`config.mk`:
```
export PLATFORM = sky130hd
export DESIGN_NAME = mu0_mem_arbiter
export DESIGN_NICKNAME = d
export VERILOG_FILES = /design/src/rtl/mu0_mem_arbiter.sv
export SDC_FILE = /design/constraint.sdc
export NUM_CORES = 1
export LEC_CHECK = 0
export ABC_AREA = 0
export BUFFER_PORTS_ARGS = -buffer_cell sky130_fd_sc_hd__buf_2
export CAP_MARGIN = 20
export CORE_UTILIZATION = 30
export DETAILED_ROUTE_END_ITERATION = 10
export GPL_TIMING_DRIVEN = 0
export HOLD_SLACK_MARGIN = 0.06
export SYNTH_ARGS = -nofsm -noshare
export SYNTH_HDL_FRONTEND = slang
export SYNTH_SLANG_ARGS = --single-unit
export TNS_END_PERCENT = 50
```
`constraint.sdc`:
```
create_clock -name clk -period 2.9 [get_ports clk]
set_input_delay 0.87 -clock clk [delete_from_list [all_inputs] [get_ports clk]]
set_output_delay 0.87 -clock clk [all_outputs]
set_load 0.02 [all_outputs]
```
`src/rtl/mu0_mem_arbiter.sv`:
```
// Two-requester arbiter for a single-port memory with one-cycle read latency.
// Writes complete in the grant cycle; reads hold the port for a second cycle to return data.
module mu0_mem_arbiter #(
    parameter int ADDR_W     = 12,
    parameter int DATA_W     = 16,
    parameter int FIXED_PRIO = 0
) (
    input  logic              clk,
    input  logic              rst,
    input  logic [ADDR_W-1:0] m0_address,
    input  logic              m0_read,
    input  logic              m0_write,
    input  logic [DATA_W-1:0] m0_writedata,
    output logic              m0_waitrequest,
    output logic [DATA_W-1:0] m0_readdata,
    output logic              m0_readdatavalid,
    input  logic [ADDR_W-1:0] m1_address,
    input  logic              m1_read,
    input  logic              m1_write,
    input  logic [DATA_W-1:0] m1_writedata,
    output logic              m1_waitrequest,
    output logic [DATA_W-1:0] m1_readdata,
    output logic              m1_readdatavalid,
    output logic [ADDR_W-1:0] mem_address,
    output logic              mem_read,
    output logic              mem_write,
    output logic [DATA_W-1:0] mem_writedata,
    input  logic [DATA_W-1:0] mem_readdata,
    output logic [15:0]       grant_cnt0,
    output logic [15:0]       grant_cnt1,
    output logic              proto_err
);

    typedef enum logic {IDLE, RD_WAIT} state_t;

    state_t            state_q, state_d;
    logic              owner_q, owner_d;
    logic              last_grant_q, last_grant_d;
    logic [15:0]       cnt0_q, cnt0_d;
    logic [15:0]       cnt1_q, cnt1_d;
    logic              proto_err_q, proto_err_d;
    logic [DATA_W-1:0] rdata0_q, rdata0_d;
    logic [DATA_W-1:0] rdata1_q, rdata1_d;

    logic act0, act1;
    logic granted, pick;
    logic gnt_read, gnt_write;
    logic valid0, valid1;

    always_ff @(posedge clk or posedge rst) begin
        if (rst) begin
            state_q      <= IDLE;
            owner_q      <= 1'b0;
            last_grant_q <= 1'b1;
            cnt0_q       <= '0;
            cnt1_q       <= '0;
            proto_err_q  <= 1'b0;
            rdata0_q     <= '0;
            rdata1_q     <= '0;
        end else begin
            state_q      <= state_d;
            owner_q      <= owner_d;
            last_grant_q <= last_grant_d;
            cnt0_q       <= cnt0_d;
            cnt1_q       <= cnt1_d;
            proto_err_q  <= proto_err_d;
            rdata0_q     <= rdata0_d;
            rdata1_q     <= rdata1_d;
        end
    end

    always_comb begin
        state_d      = state_q;
        owner_d      = owner_q;
        last_grant_d = last_grant_q;
        cnt0_d       = cnt0_q;
        cnt1_d       = cnt1_q;
        proto_err_d  = proto_err_q;
        rdata0_d     = rdata0_q;
        rdata1_d     = rdata1_q;
        granted      = 1'b0;
        pick         = 1'b0;

        act0 = m0_read | m0_write;
        act1 = m1_read | m1_write;

        // No grant while reset is held, so nothing reaches memory during reset.
        if (state_q == IDLE && !rst) begin
            if (act0 && act1) begin
                granted = 1'b1;
                pick    = (FIXED_PRIO != 0) ? 1'b0 : ~last_grant_q;
            end else if (act0) begin
                granted = 1'b1;
                pick    = 1'b0;
            end else if (act1) begin
                granted = 1'b1;
                pick    = 1'b1;
            end
        end

        gnt_read  = pick ? m1_read  : m0_read;
        gnt_write = pick ? m1_write : m0_write;

        // Read+write together is illegal: the write wins and the error is latched.
        mem_write     = granted & gnt_write;
        mem_read      = granted & gnt_read & ~gnt_write;
        mem_address   = pick ? m1_address   : m0_address;
        mem_writedata = pick ? m1_writedata : m0_writedata;

        m0_waitrequest = act0 & ~(granted & ~pick);
        m1_waitrequest = act1 & ~(granted &  pick);

        valid0 = (state_q == RD_WAIT) && (owner_q == 1'b0);
        valid1 = (state_q == RD_WAIT) && (owner_q == 1'b1);

        if (granted) begin
            last_grant_d = pick;
            if (gnt_read && gnt_write) begin
                proto_err_d = 1'b1;
            end
            if (mem_read) begin
                state_d = RD_WAIT;
                owner_d = pick;
            end
            if (!pick && cnt0_q != 16'hFFFF) begin
                cnt0_d = cnt0_q + 16'd1;
            end
            if (pick && cnt1_q != 16'hFFFF) begin
                cnt1_d = cnt1_q + 16'd1;
            end
        end

        if (state_q == RD_WAIT) begin
            state_d = IDLE;
            if (valid0) begin
                rdata0_d = mem_readdata;
            end
            if (valid1) begin
                rdata1_d = mem_readdata;
            end
        end
    end

    // Read data passes through in the valid cycle and is held afterwards.
    assign m0_readdatavalid = valid0;
    assign m1_readdatavalid = valid1;
    assign m0_readdata      = valid0 ? mem_readdata : rdata0_q;
    assign m1_readdata      = valid1 ? mem_readdata : rdata1_q;
    assign grant_cnt0       = cnt0_q;
    assign grant_cnt1       = cnt1_q;
    assign proto_err        = proto_err_q;

endmodule
```
==> results of run 1 <==
[final timing paths]
kind	from	endpoint	cells after the start
setup / recovery	rst	mem_write	7
hold reg to reg	rdata1_q[10]	rdata1_q[10]	1
setup reg to reg	grant_cnt1[0]	grant_cnt1[1]	6
hold / removal	rdata1_q[10]	rdata1_q[10]	1
max in group asynchronous	rst	grant_cnt1[15]	2
min in group asynchronous	rst	grant_cnt1[1]	2
[registers in the layout, summed over array words and instances (netlist names)]
| name | count |
|---|---|
| proto_err | 1 |
| owner_q | 1 |
| grant_cnt0 | 16 |
| grant_cnt1 | 16 |
| state_q | 1 |
| last_grant_q | 1 |
| rdata0_q | 16 |
| rdata1_q | 16 |
[kinds of logic (layout without fill, tap and decap cells)]
logic type | Yosys count | count (layout) | share of synthesized area [%]
mux | 68 | 68 | 20.03
flops | 68 | 68 | 44.32
xor+xnor | 27 | 27 | 6.154
compound gates | 17 | 17 | 3.191
simple gates | 173 | 173 | 23.22
fa+ha+maj | 2 | 2 | 0.6511
buf+inv | 22 | 220 | 2.442
[per-layer routing]
layer  wire length (um)  track usage, %  up-vias
met5                  0               0        -
li1                   -               -     1713
met2               4897           26.87      138
met1               4621           19.04     1607
met4                167           6.494        0
met3                584           3.321       11
[cell type report]
cell class / count / area share (%)
inverters: 5 / 0.3889
clock inverters: 4 / 1.327
well taps: 168 / 3.844
clock buffers: 11 / 4.621
flip-flops and latches: 68 / 31.14
plain buffers: 16 / 2.494
multi-input cells: 287 / 38.32
repair buffers: 184 / 17.87
[cell usage after synthesis (5+ instances only)]
cell type | count | area, um2
xnor2_1 | 11 | 96.34
nor2_1 | 10 | 37.54
nand4_1 | 14 | 87.58
dfrtp_1 | 67 | 1677
nor4_1 | 5 | 31.28
xor2_1 | 16 | 140.1
nand3_1 | 12 | 60.06
nand2_1 | 95 | 356.6
o21ai_0 | 6 | 30.03
mux2_2 | 67 | 754.5
inv_1 | 5 | 18.77
nor3_1 | 8 | 40.04
clkbuf_1 | 10 | 37.54
[power by group through the flow]
stage / sequential [uW] / combinational [uW] / clock (uW)
detailed placement: 1510 / 1820 / 0
CTS: 1500 / 1900 / 1230
finish: 1500 / 1890 / 1210
global placement: 1490 / 1800 / 0
floorplan: 1550 / 1190 / 0
global route: 1550 / 2030 / 1270
[metrics by stage]
stage	hold slack [ps]	util (%)	total power (uW)	setup WS [ps]	area [um2]
final	500.0	44.60	4598	63.22	5469
after floorplan	473.7	-	2734	-108.4	3846
after CTS	503.5	44.37	4630	-44.80	5440
after global routing	509.5	44.60	4850	-23.48	5469
after global placement	481.5	40.27	3289	-793.9	4937
after detailed placement	490.1	40.29	3331	-806.2	4940
[what timing repair did]
| action | in CTS | in global routing |
|---|---|---|
| gates resized for setup | 40 | 18 |
| gates cloned | 1 | 0 |
| pin swaps | 4 | 3 |
| setup buffers | 5 | 2 |
| setup endpoints to repair | 62 | 33 |
==> flow_summary.json, run 1 <==
{
  "power.share.clock_pct": 26.2,
  "maxCapViolations": 0,
  "portBuffers": 176,
  "cp_max_fo": 5,
  "die_area_um2": 13260,
  "multi_input_area_um2": 2096,
  "ir_drop_uv": 290.8,
  "end_kind": "primary output",
  "final_cell_count_no_fill": 743,
  "via_per_inst": 4.669,
  "tightestPinTransition_ps": 847.6,
  "wl_um": 10270,
  "slowest_stage": "and3_4",
  "final_antenna_net_count": 0,
  "num_io_pins": 177,
  "pwr_density_cell_nw_per_um2": 840.8,
  "p_int_uw": 2923,
  "drive_above_1_share_pct": 52.87,
  "synth-main-ff-cell": "dfrtp_1",
  "dp.cells": 721,
  "cts_buffer_depth": 2,
  "seqPwrFrac_pct": 32.7,
  "vias": 3469,
  "grt_pass1_vias": 3252,
  "switching_share_pct": 36.42,
  "clk_pin_slew_worst_paths_ps": 50,
  "fill_cells": 1175,
  "clk_latency_ps": 340,
  "rows": 40,
  "most-common-layout-cells": "174 x buf_2, 93 x nand2_1, 67 x mux2_2, 67 x dfrtp_1, 16 x xor2_1",
  "fmax_ghz": 0.3525,
  "coreArea_um2": 12260,
  "relSlewSlack_pct": 43.49,
  "grt_pass1_wl_um": 15900,
  "critPathBufInv": 3,
  "tns_ps": 0,
  "post_synth_num_cell_types": 47,
  "worstSetupPathType": "input pin to primary output",
  "cp_slowest_stage_delay_ps": 270,
  "layout_commonest_cell": "buf_2",
  "wire_per_inst_um": 13.82,
  "dieHeight_um": 115.2,
  "avgSynthCellArea_um2": 10.19,
  "drv_slew": 0,
  "crit_required_ps": 2030,
  "min_period_ps": 2837,
  "cp.arrival_ps": 1970,
  "area.sequential_um2": 1703,
  "cts_tree": "built",
  "rrSetupSlack_ps": 680,
  "grt_remaining_overflow": 0,
  "synthArstFlopShare_pct": 100.0,
  "seq_area_frac_synth_pct": 44.32,
  "combPwrFrac_pct": 41.1,
  "cp_top_family": "simple AND/OR/NAND/NOR gates",
  "grt_max_degree": 69,
  "drcViolationCount": 0,
  "place_congestion": 0.7810,
  "synth_nets": 457,
  "hpwl_um": 7536,
  "ctsRootBufferMaster": "clkbuf_16",
  "worstPathCellList": "buf_2, nor2_4, and3_4, clkbuf_16, nand2_2, a21oi_2, buf_6",
  "hold_viol_final": 0,
  "areaGrowthSynthToFinish_pct": 42.33,
  "start_util_pct": 31.34,
  "synth_area_um2": 3842,
  "critPathLaunchType": "input pin",
  "firstDrtPassIters": 5,
  "power_leakage_uw": 0.002754,
  "synth_edf_count": 0,
  "ys_ff_latch": 68,
  "yosysWarningCount": 0,
  "drtIter0Drc": 222,
  "setup_violations": 0,
  "numCtsBuffers": 9,
  "postSynthCellCount": 377,
  "period_share_pct": 97.82,
  "die_w_um": 115.2,
  "cts-htree-levels": 3,
  "antenna_found_initial": 0,
  "final_nets": 651,
  "hold_buffers": 0,
  "antenna_cells": 0,
  "outcome": "finished clean",
  "clock_skew_ps": 2.546,
  "worstHoldPathType": "register to register",
  "p_sw_uw": 1675,
  "clkSinkCount": 68,
  "grt_usage_pct": 15.65
}
(Power assumes the default switching activity.)
==> inputs of run 2 (changes only) <==
--- a/config.mk
+++ b/config.mk
@@ -5,7 +5,7 @@
 export SDC_FILE = /design/constraint.sdc
 export NUM_CORES = 1
 export LEC_CHECK = 0
-export ABC_AREA = 0
+export ABC_AREA = 1
 export BUFFER_PORTS_ARGS = -buffer_cell sky130_fd_sc_hd__buf_2
 export CAP_MARGIN = 20
 export CORE_UTILIZATION = 30
==> run 2 against run 1 <==
Critical path depth is 1 higher. Worst hold slack got worse by 29 ps. Highest routed layer unchanged. Combinational power is 13% lower. Sequential share of layout area up 0.65 points. Core utilization fell by 2.2 points. Routed wire length increased by 5.5%.
==> flow_summary.json, run 2 <==
{
  "outcome": "finished clean",
  "synthXorXnorAreaFrac_pct": 5.854,
  "final_nets": 807,
  "tightestPinTransition_ps": 501.0,
  "wl_um": 10840,
  "worstHoldPathType": "register to register",
  "wire_per_inst_um": 11.99,
  "synthTopCellsByCount": "238 x nand2_1, 72 x o21ai_0, 67 x dfrtp_1",
  "seq_area_frac_synth_pct": 43.78,
  "synth_top_area_share_pct": 43.10,
  "critPathLaunchType": "input pin",
  "grt_max_degree": 40,
  "drv_slew": 0,
  "synth-simple-area-share_pct": 32.10,
  "startpoint": "m0_write",
  "synth-main-ff-cell": "dfrtp_1",
  "end_kind": "primary output",
  "final_antenna_net_count": 0,
  "numCtsBuffers": 9,
  "postCtsSetupBuffers": 0,
  "die_w_um": 115.9,
  "synth_compound_area_share_pct": 9.682,
  "grt_pass1_wl_um": 16990,
  "via_per_inst": 4.325,
  "worstSetupPathType": "input pin to primary output",
  "yosys.area.top_type": "dfrtp_1",
  "drtIter0Drc": 143,
  "rr_endpoint": "grant_cnt1[13]",
  "drcViolationCount": 0,
  "synthArstFlopShare_pct": 100.0,
  "cp.arrival_ps": 1940,
  "clkSinkCount": 68,
  "synth_nets": 621,
  "grt_pass1_vias": 3486,
  "relSlewSlack_pct": 66.60,
  "synth_most_common_cell": "nand2_1",
  "hpwl_um": 8299,
  "synth_edf_count": 0,
  "synth_area_um2": 3890,
  "dieHeight_um": 115.9,
  "firstDrtPassIters": 4,
  "grt_usage_pct": 16.10,
  "fmax_ghz": 0.3561,
  "synth.area.top_cells": "dfrtp_1 43%, nand2_1 23%, o21ai_0 9.3%",
  "period_share_pct": 96.83,
  "rows": 41,
  "reg2reg_depth": 11,
  "cp_max_fo": 10,
  "worstHoldPathCells": 2,
  "most-common-layout-cells": "238 x nand2_1, 179 x buf_2, 72 x o21ai_0",
  "cts-htree-levels": 3,
  "tns_ps": 0,
  "drive_above_1_share_pct": 31.15,
  "vias": 3910,
  "layout_commonest_cell": "nand2_1",
  "final_util_pct": 42.45,
  "min_from": "rdata1_q[1]",
  "ys_ff_latch": 68,
  "clock_skew_ps": 4.637,
  "cts_tree": "built",
  "num_io_pins": 177,
  "rsz0062_at_grt": "no",
  "hold_viol_final": 0,
  "yosysWarningCount": 0,
  "postSynthCellCount": 541,
  "cts_buffer_depth": 2,
  "post_synth_num_cell_types": 29,
  "synth_adder_area_share_pct": 0.6433,
  "grt_remaining_overflow": 0,
  "pwr_density_cell_nw_per_um2": 794.6,
  "antenna_cells": 0,
  "clk_latency_ps": 320,
  "rrSetupSlack_ps": 1220,
  "start_util_pct": 30.82,
  "avgSynthCellArea_um2": 7.190,
  "hold_buffers": 0,
  "ir_drop_uv": 424.3,
  "maxCapViolations": 0,
  "synthMuxAreaShare_pct": 0,
  "total_power_uw": 4256,
  "place_congestion": 0.8491,
  "synth_top_family_by_area": "simple AND/OR/NAND/NOR gates",
  "ctsRootBufferMaster": "clkbuf_16",
  "worst_hold_path.endpoint": "rdata1_q[1]",
  "regToRegStartpoint": "grant_cnt1[0]",
  "areaGrowthSynthToFinish_pct": 37.70,
  "coreArea_um2": 12620,
  "die_area_um2": 13430,
  "setup_violations": 0,
  "antenna_found_initial": 0,
  "portBuffers": 176,
  "min_period_ps": 2808,
  "crit_required_ps": 2030,
  "power_leakage_uw": 0.002939,
  "clk_pin_slew_worst_paths_ps": 50
}
-- run 2: cell types whose count changed after synthesis, moves of 8 or more --
cell     delta
nand2_1   +143
o21ai_0    +66
inv_1      +35
nand4_1    -10
nor2_1     +19
xor2_1      -9
mux2_2     -67
xnor2_1     +8
-- run 2: cells by family after synthesis --
| group | count (synthesis) |
|---|---|
| AND/OR/NAND/NOR | 304 |
| flip-flops | 68 |
| XOR/XNOR | 26 |
| AO/OA/AOI/OAI | 74 |
| adder cells (fa/ha/maj) | 2 |
| buffers and inverters | 67 |
-- run 2: timing repair --
action | in CTS | in global routing
hold endpoints to repair | 0 | 0
endpoints found under the setup margin | 29 | 28
resized for setup | 6 | 8
-- run 2: critical path, cell delays in order --
cell and delay [ps]:
buf_2 130, o21ai_4 190, nand3_4 130, inv_4 110
clkbuf_4 200, nand2_1 70, nand2_1 70, buf_2 160
-- run 2: layout make-up --
class                      instances  area [um2]
tap                              172       215.2
inverter                          46       180.2
clock buffer                      12       246.5
buffer                            19       132.6
fill                            1355        7263
sequential                        68        1703
multi-input combinational        406        1906
timing repair buffer             177       900.9
clock inverter                     4       72.57
-- run 2: how the worst max path moves through the flow --
stage	to	slack (ps)	cells past startpoint
after floorplan	mem_address[10]	190	7
after global placement	grant_cnt1[10]	-750	2
after detailed placement	mem_writedata[2]	-230	9
after CTS	m1_readdata[9]	10	6
after global routing	mem_address[0]	20	8
final	mem_writedata[7]	90	8
-- run 2: through the flow --
step	instances	area (um2)	setup slack, ps	hold WS, ps
after floorplan	541	3890	188.6	442.8
after CTS	904	5340	10.37	479.7
final	904	5356	91.92	471.3
after detailed placement	890	5009	-229.4	466.2
after global placement	889	4986	-749.6	457.1
after global routing	904	5356	19.47	488.7
-- run 2: routing by layer --
layer / track usage (%) / part of all wire, %
met2: 25.95 / 49
met5: 0 / 0
met3: 4.132 / 4.1
met1: 21.46 / 46
met4: 4.103 / 0.66
-- run 2: power by group --
| group | total, uW | switching, uW | internal [uW] | leakage (uW) |
|---|---|---|---|---|
| logic | 1650 | 1080 | 578 | 0.00192 |
| clock network | 1160 | 388 | 775 | 0.000153 |
| registers | 1440 | 183 | 1260 | 0.000863 |
